## config.mk

```make
export PLATFORM = sky130hd
export DESIGN_NAME = config_sink
export DESIGN_NICKNAME = d
export VERILOG_FILES = /design/src/rtl/config_sink.sv
export SDC_FILE = /design/constraint.sdc
export NUM_CORES = 1
export LEC_CHECK = 0
export CORE_MARGIN = 10
export CORE_UTILIZATION = 35
export CTS_CLUSTER_SIZE = 14
export DETAILED_ROUTE_END_ITERATION = 10
export GPL_ROUTABILITY_DRIVEN = 0
export PLACE_DENSITY_LB_ADDON = 0.15
export SYNTH_ARGS = -nofsm -noshare
export SYNTH_HDL_FRONTEND = slang
export SYNTH_SLANG_ARGS = --single-unit
```

## constraint.sdc

```tcl
create_clock -name clk -period 3.77 [get_ports clk]
set_clock_uncertainty 0.1 [all_clocks]
set_input_delay 0.377 -clock clk [delete_from_list [all_inputs] [get_ports clk]]
set_output_delay 0.377 -clock clk [all_outputs]
set_load 0.05 [all_outputs]
```

## src/rtl/config_sink.sv

```systemverilog
// config_sink
//   Turns 32-bit configuration words from the JTAG TAP into register-bank
//   writes in the clk domain. WRITE words are staged in a FIFO and released
//   only when a COMMIT word arrives. An ABORT word throws the staged writes
//   away.
//
//   Word layout: [31:30] opcode (00 NOP, 01 WRITE, 10 COMMIT, 11 ABORT),
//                [29:24] reserved, [23:16] addr, [15:0] data.
//
// Ports
//   clk            system clock; the only clock
//   reset          synchronous, active-low reset
//   config_strobe  TAP strobe, asynchronous to clk; a rising edge marks a new word
//   config_data    TAP word; stable from one strobe rise to the next
//   status_clr     one-cycle pulse that clears overflow and protocol_err
//   cfg_valid      write request to the register bank
//   cfg_ready      register bank accepts the write
//   cfg_addr       write address
//   cfg_data       write data
//   commit_done    one-cycle pulse when a commit has fully drained
//   busy           high while draining
//   level          number of staged entries
//   overflow       sticky; a WRITE was dropped because the FIFO was full
//   protocol_err   sticky; a word other than ABORT arrived while draining
module config_sink #(
  parameter int DEPTH       = 8,
  parameter int SYNC_STAGES = 2
) (
  input  logic                     clk,
  input  logic                     reset,
  input  logic                     config_strobe,
  input  logic [31:0]              config_data,
  input  logic                     status_clr,
  output logic                     cfg_valid,
  input  logic                     cfg_ready,
  output logic [7:0]               cfg_addr,
  output logic [15:0]              cfg_data,
  output logic                     commit_done,
  output logic                     busy,
  output logic [$clog2(DEPTH):0]   level,
  output logic                     overflow,
  output logic                     protocol_err
);

  localparam int AW = $clog2(DEPTH);
  localparam int LW = AW + 1;

  localparam logic [1:0] OP_WRITE  = 2'b01;
  localparam logic [1:0] OP_COMMIT = 2'b10;
  localparam logic [1:0] OP_ABORT  = 2'b11;

  typedef enum logic {IDLE = 1'b0, DRAIN = 1'b1} state_t;

  // Strobe synchroniser plus one edge-detect flop.
  logic [SYNC_STAGES-1:0] sync_q;
  logic                   edge_q;
  logic                   word_ev;

  always_ff @(posedge clk) begin
    if (!reset) begin
      sync_q <= '0;
      edge_q <= 1'b0;
    end else begin
      sync_q <= {sync_q[SYNC_STAGES-2:0], config_strobe};
      edge_q <= sync_q[SYNC_STAGES-1];
    end
  end

  assign word_ev = sync_q[SYNC_STAGES-1] & ~edge_q;

  // config_data is already stable by the time word_ev fires, so it is
  // decoded straight from the port without a capture register.
  logic [1:0]  op;
  logic        unused_reserved;
  assign op              = config_data[31:30];
  assign unused_reserved = ^config_data[29:24];

  // Staging FIFO. Pointers carry one extra bit so full and empty differ.
  logic [23:0]   mem_q [DEPTH];
  logic [LW-1:0] wr_ptr_q, rd_ptr_q, rd_ptr_inc, level_w;
  logic [23:0]   head, head_next;
  logic          fifo_full, fifo_empty;

  state_t      state_q;
  logic        cfg_valid_q, commit_done_q, overflow_q, protocol_err_q;
  logic        overflow_d, protocol_err_d;
  logic [7:0]  cfg_addr_q;
  logic [15:0] cfg_data_q;
  logic        push, handshake;

  assign level_w    = wr_ptr_q - rd_ptr_q;
  assign fifo_full  = (level_w == LW'(DEPTH));
  assign fifo_empty = (level_w == '0);
  assign rd_ptr_inc = rd_ptr_q + LW'(1);
  assign head       = mem_q[rd_ptr_q[AW-1:0]];
  assign head_next  = mem_q[rd_ptr_inc[AW-1:0]];

  assign push      = word_ev && (state_q == IDLE) && (op == OP_WRITE) && !fifo_full;
  assign handshake = cfg_valid_q & cfg_ready;

  // Sticky flags: a set in the same cycle as status_clr wins.
  always_comb begin
    overflow_d     = overflow_q;
    protocol_err_d = protocol_err_q;
    if (status_clr) begin
      overflow_d     = 1'b0;
      protocol_err_d = 1'b0;
    end
    if (word_ev && (state_q == IDLE) && (op == OP_WRITE) && fifo_full)
      overflow_d = 1'b1;
    if (word_ev && (state_q == DRAIN) && (op != OP_ABORT))
      protocol_err_d = 1'b1;
  end

  // Storage needs no reset: the pointers define which entries are live.
  always_ff @(posedge clk) begin
    if (push)
      mem_q[wr_ptr_q[AW-1:0]] <= config_data[23:0];
  end

  always_ff @(posedge clk) begin
    if (!reset) begin
      state_q        <= IDLE;
      wr_ptr_q       <= '0;
      rd_ptr_q       <= '0;
      cfg_valid_q    <= 1'b0;
      cfg_addr_q     <= '0;
      cfg_data_q     <= '0;
      commit_done_q  <= 1'b0;
      overflow_q     <= 1'b0;
      protocol_err_q <= 1'b0;
    end else begin
      commit_done_q  <= 1'b0;
      overflow_q     <= overflow_d;
      protocol_err_q <= protocol_err_d;
      case (state_q)
        IDLE: begin
          if (word_ev) begin
            case (op)
              OP_WRITE: begin
                if (!fifo_full)
                  wr_ptr_q <= wr_ptr_q + LW'(1);
              end
              OP_COMMIT: begin
                if (fifo_empty) begin
                  commit_done_q <= 1'b1;
                end else begin
                  state_q                  <= DRAIN;
                  cfg_valid_q              <= 1'b1;
                  {cfg_addr_q, cfg_data_q} <= head;
                end
              end
              OP_ABORT: begin
                wr_ptr_q <= '0;
                rd_ptr_q <= '0;
              end
              default: ;
            endcase
          end
        end
        DRAIN: begin
          // ABORT has priority; a handshake in the same cycle has already
          // reached the register bank, so nothing needs undoing.
          if (word_ev && (op == OP_ABORT)) begin
            wr_ptr_q    <= '0;
            rd_ptr_q    <= '0;
            cfg_valid_q <= 1'b0;
            cfg_addr_q  <= '0;
            cfg_data_q  <= '0;
            state_q     <= IDLE;
          end else if (handshake) begin
            rd_ptr_q <= rd_ptr_inc;
            if (level_w == LW'(1)) begin
              cfg_valid_q   <= 1'b0;
              cfg_addr_q    <= '0;
              cfg_data_q    <= '0;
              commit_done_q <= 1'b1;
              state_q       <= IDLE;
            end else begin
              // Present the next entry immediately for back-to-back transfers.
              {cfg_addr_q, cfg_data_q} <= head_next;
            end
          end
        end
      endcase
    end
  end

  assign cfg_valid    = cfg_valid_q;
  assign cfg_addr     = cfg_addr_q;
  assign cfg_data     = cfg_data_q;
  assign commit_done  = commit_done_q;
  assign busy         = (state_q == DRAIN);
  assign level        = level_w;
  assign overflow     = overflow_q;
  assign protocol_err = protocol_err_q;

endmodule

```

Yosys cells after proc, flatten, opt, wreduce, memory -nomap -nowiden
Memory sizes are Yosys's and may differ from the RTL's. A register that Yosys moved wholly into a read port is not among the register bits.
Index checks and enable logic that the tools add are counted.
{"block": "word_totals", "latchBits": 0, "mem_bits_ro": 0, "n_memories": 1, "output_inout_bits": 33, "word_cells": 101, "reg_bits": 40, "ramBits": 192, "input_bits": 37}
{"block": "classes", "order_cmp": 0, "n_eq_ne": 15, "n_reduce_logical": 15, "n_mul": 0, "shifts": 0, "muxes": 52, "bitwise_logic": 4, "n_addsub": 3, "div_mod_pow": 0}
{"memory": "mem_q", "words": 8, "word_bits": 24, "read_ports": 2, "rd_clocked_by_memory_dff": 1, "write_ports": 1, "line_no": "79", "text": "logic [23:0] mem_q [DEPTH];"}
{"operator": "$mux 16", "n": 6}
{"operator": "$mux 8", "n": 6}
{"operator": "$pmux 16 s2", "n": 1}
{"operator": "$mux 4", "n": 7}
{"operator": "$pmux 4 s2", "n": 3}
{"operator": "$mux 1", "n": 23}
{"operator": "$pmux 8 s2", "n": 1}
{"operator": "$ne 3x1->1 const B", "n": 3}
{"operator": "$add 4x1->4 const B", "n": 2}
{"operator": "$reduce_and 4->1", "n": 2}
{"operator": "$logic_and 1x1->1", "n": 7}
{"operator": "$mux 3", "n": 2}
{"operator": "$ne 2x1->1 const B", "n": 3}
{"operator": "$ne 2x2->1 const B", "n": 3}
{"operator": "$pmux 1 s2", "n": 3}
{"operator": "$reduce_and 5->1", "n": 1}
{"operator": "$eq 2x2->1 const B", "n": 2}
{"operator": "$eq 4x1->1 const B", "n": 1}
{"operator": "$eq 4x4->1 const B", "n": 1}
{"operator": "$logic_not 4->1", "n": 1}
{"operator": "$reduce_bool 2->1", "n": 2}
{"operator": "$sub 4x4->4", "n": 1}
{"operator": "$ne 3x3->1 const B", "n": 1}
{"operator": "$reduce_and 3->1", "n": 1}
{"operator": "other kinds (4)", "n": 6}

Depth between registers and ports, before layout
Gate-level depths: netlist (run 1).
{"block": "logic_depth", "ltp_word": 7, "ltp_mapped": 12, "mapped_depth_nobuf": 9}

Worst setup path before layout (run 1)
Ideal clock, no wire load.
{"block": "synth_timing", "kind": "reg-to-reg", "startpoint": "register wr_ptr_q[0]", "endpoint": "memory mem_q[1][0] (enable)", "path_buffers": 0, "required_time_ps": 3235, "path_slack_ps": -775, "setup_time_ps": 435, "stages_incl_launch_ff": 10, "arrival_ps": 4010, "synth_period_minus_slack_ps": 4545, "path_cell_list": "dfxtp_1 > inv_1 > ha_1 > inv_1 > fa_1 > xor2_1 > nor3_2 > o21ai_0 > nand3_1 > nor3_1"}
{"block": "synth_between", "elab_chain_cells": 6}
{"item": "start: declaration", "line_no": "80", "text": "logic [LW-1:0] wr_ptr_q, rd_ptr_q, rd_ptr_inc, level_w;"}
{"item": "start signal: assignment", "line_no": "142", "text": "wr_ptr_q <= wr_ptr_q + LW'(1);"}
{"item": "$sub 4x4->4", "line_no": "91", "text": "assign level_w = wr_ptr_q - rd_ptr_q;"}
{"item": "net level[2]", "line_no": "40", "text": "output logic [$clog2(DEPTH):0] level,"}
{"item": "$eq 4x4->1", "line_no": "92", "text": "assign fifo_full = (level_w == LW'(DEPTH));"}
{"item": "$logic_not 1->1"}
{"item": "$logic_and 1x1->1", "line_no": "98", "text": "assign push = word_ev && (state_q == IDLE) && (op == OP_WRITE) && !fifo_full;"}
{"item": "$mux 1", "line_no": "117", "text": "if (push)"}
{"item": "$mux 1 (not written as such)", "line_no": "118", "text": "mem_q[wr_ptr_q[AW-1:0]] <= config_data[23:0];"}
{"item": "end: declaration", "line_no": "79"}
The timed path passes the listed nets, and every way through them passes these cells.

Worst setup path after layout (run 1)
{"block": "layout_timing", "startpoint": "register rd_ptr_q[2]", "endpoint": "output port level[3]"}
{"block": "layout_between", "elab_chain_cells": 1}
{"item": "start: declaration", "line_no": "80"}
{"item": "start signal: assignment", "line_no": "172", "text": "rd_ptr_q <= rd_ptr_inc;"}
{"item": "$sub 4x4->4", "line_no": "91"}
{"item": "end: declaration", "line_no": "40"}
No other way between the ends.

==> reports/results.tsv, run 1 <==
stage	metric	value	unit
layout	nFillCells	2574	
global_route	first_global_vias	6461	
routing	drtAntennaViolNets	0	
timing	rsz0062_at_grt	no	
worst_hold_path	hold_path_class	in -> reg	
global_route	grt_usage	0.1399	
critical_path	start_kind	register	
synthesis	ys_async_sr_fraction	0	
synthesis	netlist_area	10710	sq um
cts	clk_path_buf_depth	3	
floorplan	start_util	0.3584	
pwr	p_sw_frac	0.1933	
pwr	clockPowerShare	0.468	
critical_path	cp_slowest_cell	clkdlybuf4s50_1	
floorplan	io_pins	70	
critical_path	setup.worst_path.end_class	output pin	
synthesis	synth_top_area_frac	0.5384	
synthesis	ys_seq_elements	235	
synthesis	yosysMostFrequentCell	edfxtp_1	
timing	finalSetupViolations	0	
cts	h-tree-depth	1	
cts	post_cts_resized	0	
layout	diodes	0	
floorplan	core	29870	sq um
timing	maxSlewViolCount	0	
routing	routed_wirelength	27370	microns
timing	relSlewSlack	0.4250	
critical_path	critPathArrivalTime	3.02	ns
routing	drt-wirelength-per-cell	25.53	microns
synthesis	yosys.area.top_type	edfxtp_1	
pwr	seqPwrFrac	0.509	
timing	fin_crit_sh	0.9278	
global_route	grt_max_degree	52	
routing	vias	5915	
cts	cts_buffers	27	
synthesis	yosysWarnings	0	
routing	drtIter0Drc	327	
global_route	grt_pass1_wl	40920	microns
cts	cts_tree	yes	
placed_design	port_buffers	63	
critical_path	crit_required	3.29	ns
timing	whs	0.3498	ns
layout	final_nets	706	
routing	drt_pass1_iterations	4	
pwr	pwr_density_cell	432.3	nW/um^2
critical_path	cp_cell_sequence	inv_1 -> ha_1 -> a21oi_1 -> a21oi_1 -> nor2_1 -> inv_1 -> clkdlybuf4s50_1	
synthesis	synth_edf_count	192	
synthesis	synth_commonest_cells	192 x edfxtp_1, 96 x mux4_2, 49 x mux2i_1	
pwr	vdd_ir_drop_max	309.9	uV
pwr	p_leak	3.799	nW
critical_path	cp_max_fo	6	
synthesis	netlist_instances	592	
cts	cts_setup_buffers	0	
synthesis	synth_seq_area_share	0.6188	
cts	clk_pin_slew	0.06	ns
timing	timing.setup.tns	0	ns
critical_path	crit_path_max_incr_delay	0.83	ns
timing	min_period	3.498	ns
floorplan	num_rows	63	
routing	drcViolationCount	0	
layout	areaGrowthSynthToFinish	19.26	%
placed_design	dp.final_hpwl	15460	microns
critical_path	path_class	reg -> out	
timing	worst_pin_slew	0.8626	ns
timing	hold_violations	0	
floorplan	dieArea	37990	sq um
pwr	net-switching-power	1.067	mW
cts	cts_root_buffer	clkbuf_16	
global_route	grt_overflow	0	
pwr	finalPower	5.520	mW
synthesis	ys.flop_type	edfxtp_1	
global_route	antenna_found_initial	1	
routing	via_per_inst	5.518	
synthesis	syn_avg_cell_area	18.09	sq um
synthesis	synth_cell_types	47	
layout	drive_above_1_share	0.2669	
cts	numClockSinks	235	
timing	fmax	0.2859	GHz
floorplan	die_w	194.9	microns
synthesis	synth_fp_nets	635	
pwr	combPwrFrac	0.022	
flow_run	cap_violations	0	
pwr	intPower	4.453	mW
run_status	status	finished, final reports clean	
synthesis	synth_area_leaders	edfxtp_1 54%, mux4_2 20%, dfxtp_1 8.0%	
floorplan	die_h	194.9	microns
cts	worstSkewPairLatency	0.52	ns
cts	holdBufCountCts	0	
-- cells by family after synthesis --
family	after synthesis	share of synthesized area
simple gates	76	0.04148
fa+ha+maj	6	0.007712
mux	145	0.2477
compound gates	71	0.05656
buf+inv	54	0.02360
flops	235	0.6188
xor+xnor	5	0.004090
-- cells in the final DEF (no fill, tap or decap), types with 3 or more instances in the layout --
cell	synthesis	layout
nand3_1	7	7
edfxtp_1	192	192
inv_1	9	9
dfxtp_1	43	40
a21oi_1	7	7
clkbuf_16	0	27
or3_1	3	3
bufinv_16	0	4
mux2i_1	49	49
clkdlybuf4s50_1	0	63
clkinv_2	0	9
nor2b_1	27	27
buf_4	3	22
and2_1	6	6
nand2_1	6	6
ha_1	5	4
nor2_2	0	6
clkbuf_1	23	5
o211ai_1	24	24
nor2_1	11	5
o221a_2	5	5
o21ai_0	4	4
mux4_2	96	96
o221a_1	20	20
-- power by group through the flow --
stage / clock, mW / combinational (mW) / sequential [mW]
after detailed placement: 0 / 0.123 / 2.87
after floorplan: 0 / 0.0361 / 2.87
after global placement: 0 / 0.119 / 2.87
after global routing: 2.75 / 0.132 / 2.81
after CTS: 2.65 / 0.124 / 2.81
final: 2.59 / 0.123 / 2.81
-- cell type report --
type | instances | area, sq um | share of cell area
Clock buffer | 33 | 708.2 | 0.05546
Clock inverter | 15 | 172.7 | 0.01352
Inverter | 9 | 33.78 | 0.002646
Multi-Input combinational cell | 303 | 3899 | 0.3053
Sequential cell | 235 | 6633 | 0.5194
Tap cell | 390 | 488.0 | 0.03821
Timing Repair Buffer | 87 | 835.8 | 0.06545
-- through the flow --
stage                     cell area, sq um  utilization  setup slack, ns  instances
after floorplan                      10720            -          -0.1386        592
after global placement               11890       0.3980           0.7160       1024
after detailed placement             11890       0.3980           0.6802       1024
after CTS                            12770       0.4274           0.2803       1072
after global routing                 12770       0.4274          0.06987       1072
final                                12770       0.4274           0.2722       1072
-- state kept, by name (all words and copies together) (netlist names), named ones only --
register	flops
busy	1
cfg_addr	8
cfg_data	16
cfg_valid	1
commit_done	1
edge_q	1
mem_q	192
overflow	1
protocol_err	1
rd_ptr_q	4
sync_q	2
wr_ptr_q	4
-- worst max-delay path, delay by kind of cell, from the launching register on --
family	cells	cell delay, ns
and+or+nand+nor	1	0.12
adders and majority gates	1	0.35
DFF	1	0.46
AOI/OAI and AO/OA	2	0.48
buffers and inverters	3	1.09
-- layer usage --
layer  share of wire  GRT usage  vias up
met5         0.00066          0        -
met4           0.018    0.03409        2
met3           0.043    0.02099       41
met2            0.53     0.2554      132
met1            0.41     0.1681     3118
li1                -          -     2622
-- path summary, 6_finish.rpt --
kind,startpoint,endpoint,slack [ns],depth (start not counted)
max reg2reg,wr_ptr_q[2],mem_q[1][10],0.68,7
max,rd_ptr_q[2],level[3],0.27,7
min,config_strobe,sync_q[0],0.35,2
min reg2reg,sync_q[0],sync_q[1],0.36,1
Note: power is estimated with default switching activity, not from simulation.
==> inputs of run 2 (changes only) <==
--- a/config.mk
+++ b/config.mk
@@ -5,7 +5,8 @@
 export SDC_FILE = /design/constraint.sdc
 export NUM_CORES = 1
 export LEC_CHECK = 0
-export CORE_MARGIN = 10
+export CELL_PAD_IN_SITES_DETAIL_PLACEMENT = 0
+export CELL_PAD_IN_SITES_GLOBAL_PLACEMENT = 2
 export CORE_UTILIZATION = 35
 export CTS_CLUSTER_SIZE = 14
 export DETAILED_ROUTE_END_ITERATION = 10
==> run 2 against run 1 <==
Register-to-register slack got worse by 0.05 ns. Global-route usage increased by 3.9 points. Final cell count up 0.19%. First-iteration DRC count increased by 11%. Clock power increased by 9.7%. Via count up 1.0%. Wire length is 1.3% lower. Critical path depth stayed put. Sequential share of layout area decreased by 0.49 points. Utilization increased by 0.41 points. Sequential power about the same. Flip-flop and latch count unchanged. Critical path type unchanged. Largest cell class unchanged.
==> reports/results.tsv, run 2 (synthesis results as in run 1) <==
stage	metric	value	unit
timing	fin_crit_sh	0.9325	
run_status	status	finished, final reports clean	
global_route	antenna_found_initial	0	
pwr	p_leak	3.844	nW
floorplan	io_pins	70	
timing	rsz0062_at_grt	no	
critical_path	crit_required	3.29	ns
worst_hold_path	hold_path_class	in -> reg	
cts	h-tree-depth	1	
floorplan	die_w	176.9	microns
layout	diodes	0	
layout	drive_above_1_share	0.2705	
critical_path	ff2ff_path_depth	7	
routing	via_per_inst	5.562	
pwr	seqPwrFrac	0.487	
cts	cts_tree	yes	
cts	worstSkewPairLatency	0.54	ns
worst_hold_path	hold_depth	2	
worst_hold_path	hp-start	config_strobe	
pwr	net-switching-power	1.107	mW
critical_path	start_kind	register	
layout	final_common_cell	edfxtp_1	
global_route	grt_pass1_wl	40760	microns
cts	post_cts_resized	0	
layout	largest_reg_flops	192	
routing	drtIter0Drc	364	
global_route	grt_max_degree	52	
routing	drtAntennaViolNets	0	
floorplan	start_util	0.3584	
cts	clk_path_buf_depth	3	
critical_path	setup.worst_path.end_class	output pin	
worst_hold_path	holdPathEnd	sync_q[0]	
cts	holdBufCountCts	0	
timing	finalSetupViolations	0	
critical_path	path_class	reg -> out	
timing	timing.setup.tns	0	ns
timing	maxSlewViolCount	0	
critical_path	reg2reg_to	mem_q[5][18]	
flow_run	cap_violations	0	
floorplan	die_h	176.9	microns
routing	drcViolationCount	0	
routing	drt-wirelength-per-cell	25.16	microns
critical_path	r2r-start	wr_ptr_q[2]	
pwr	clockPowerShare	0.492	
floorplan	core	29870	sq um
placed_design	pre_cts_ws	0.6579	ns
floorplan	num_rows	63	
critical_path	cp_max_fo	6	
timing	min_period	3.516	ns
timing	worst_pin_slew	0.8851	ns
global_route	first_global_vias	6458	
timing	hold_violations	0	
routing	vias	5974	
pwr	combPwrFrac	0.021	
routing	routed_wirelength	27030	microns
pwr	vdd_ir_drop_max	267.3	uV
timing	setup_slack	0.2544	ns
layout	final_cell_mix	192 x edfxtp_1, 96 x mux4_2, 63 x clkdlybuf4s50_1, 49 x mux2i_1, 40 x dfxtp_1	
routing	drt_pass1_iterations	5	
cts	cts_buffers	28	
cts	cts_root_buffer	clkbuf_16	
placed_design	post_dp_cell_area	11910	sq um
global_route	grt_usage	0.1785	
layout	areaGrowthSynthToFinish	20.39	%
pwr	pwr_density_cell	447.9	nW/um^2
timing	fmax	0.2844	GHz
critical_path	r2r_slack	0.63	ns
pwr	intPower	4.668	mW
global_route	grt_overflow	0	
timing	relSlewSlack	0.4099	
layout	final_core_util	0.4315	
layout	final_nets	706	
placed_design	dp.final_hpwl	14970	microns
floorplan	dieArea	31300	sq um
cts	clk_pin_slew	0.06	ns
cts	cts_setup_buffers	0	
cts	numClockSinks	235	
layout	final_cell_area	12890	sq um
pwr	p_sw_frac	0.1916	
critical_path	critPathArrivalTime	3.04	ns
placed_design	port_buffers	63	
pwr	finalPower	5.774	mW
==> run 2: cell types whose count changed in the layout (fill, tap and decap cells not counted), sizes merged <==
cell      previous run  this run
bufinv               4         6
clkinvlp             0         1
clkbuf              33        35
clkinv              11         9
buf                 24        23
==> run 2: final cells by class <==
cell class	instances	area, sq um
fillers	2579	16980
clock inverters	16	236.5
multi-input cells	303	3899
well taps	390	488.0
flip-flops and latches	235	6633
repair buffers	86	853.3
clock buffers	35	748.2
inverters	9	33.78
==> run 2: how the worst max path moves through the flow <==
stage                startpoint           end  slack [ns]  cells after the start
floorplan           wr_ptr_q[0]   mem_q[7][0]       -0.14                      9
global placement    rd_ptr_q[0]  cfg_data[11]        0.69                      7
detailed placement  wr_ptr_q[2]  mem_q[5][18]        0.66                      7
CTS                 rd_ptr_q[2]      level[3]        0.24                      7
global route        rd_ptr_q[2]      level[3]        0.07                      7
finish              rd_ptr_q[2]      level[3]        0.25                      7
==> run 2: per-layer routing <==
metal / wire (microns) / part of all wire / track usage / up-vias
met1: 10850 / 0.40 / 0.2117 / 3183
met2: 14690 / 0.54 / 0.3373 / 133
met4: 375 / 0.014 / 0.03879 / 0
met5: 0 / 0 / 0 / -
li1: - / - / - / 2622
met3: 1116 / 0.041 / 0.02728 / 36
==> run 2: power groups by stage <==
stage	Clock [mW]	Combinational [mW]	Sequential [mW]
floorplan	0	0.0361	2.87
global placement	0	0.120	2.87
detailed placement	0	0.124	2.87
CTS	2.91	0.124	2.81
global route	3.01	0.132	2.81
finish	2.84	0.123	2.81
==> run 2: worst max-delay path: stages, from the launching register on <==
cell and delay [ns]:
dfxtp_1 0.47, inv_1 0.13, ha_1 0.34, a21oi_1 0.09, a21oi_1 0.41, nor2_1 0.13, inv_1 0.13, clkdlybuf4s50_1 0.81
==> run 2: stage by stage <==
step | std cells | hold slack [ns]
floorplan | 592 | 0.3119
global placement | 1023 | 0.3280
detailed placement | 1023 | 0.3388
CTS | 1074 | 0.3187
global route | 1074 | 0.3210
finish | 1074 | 0.3406
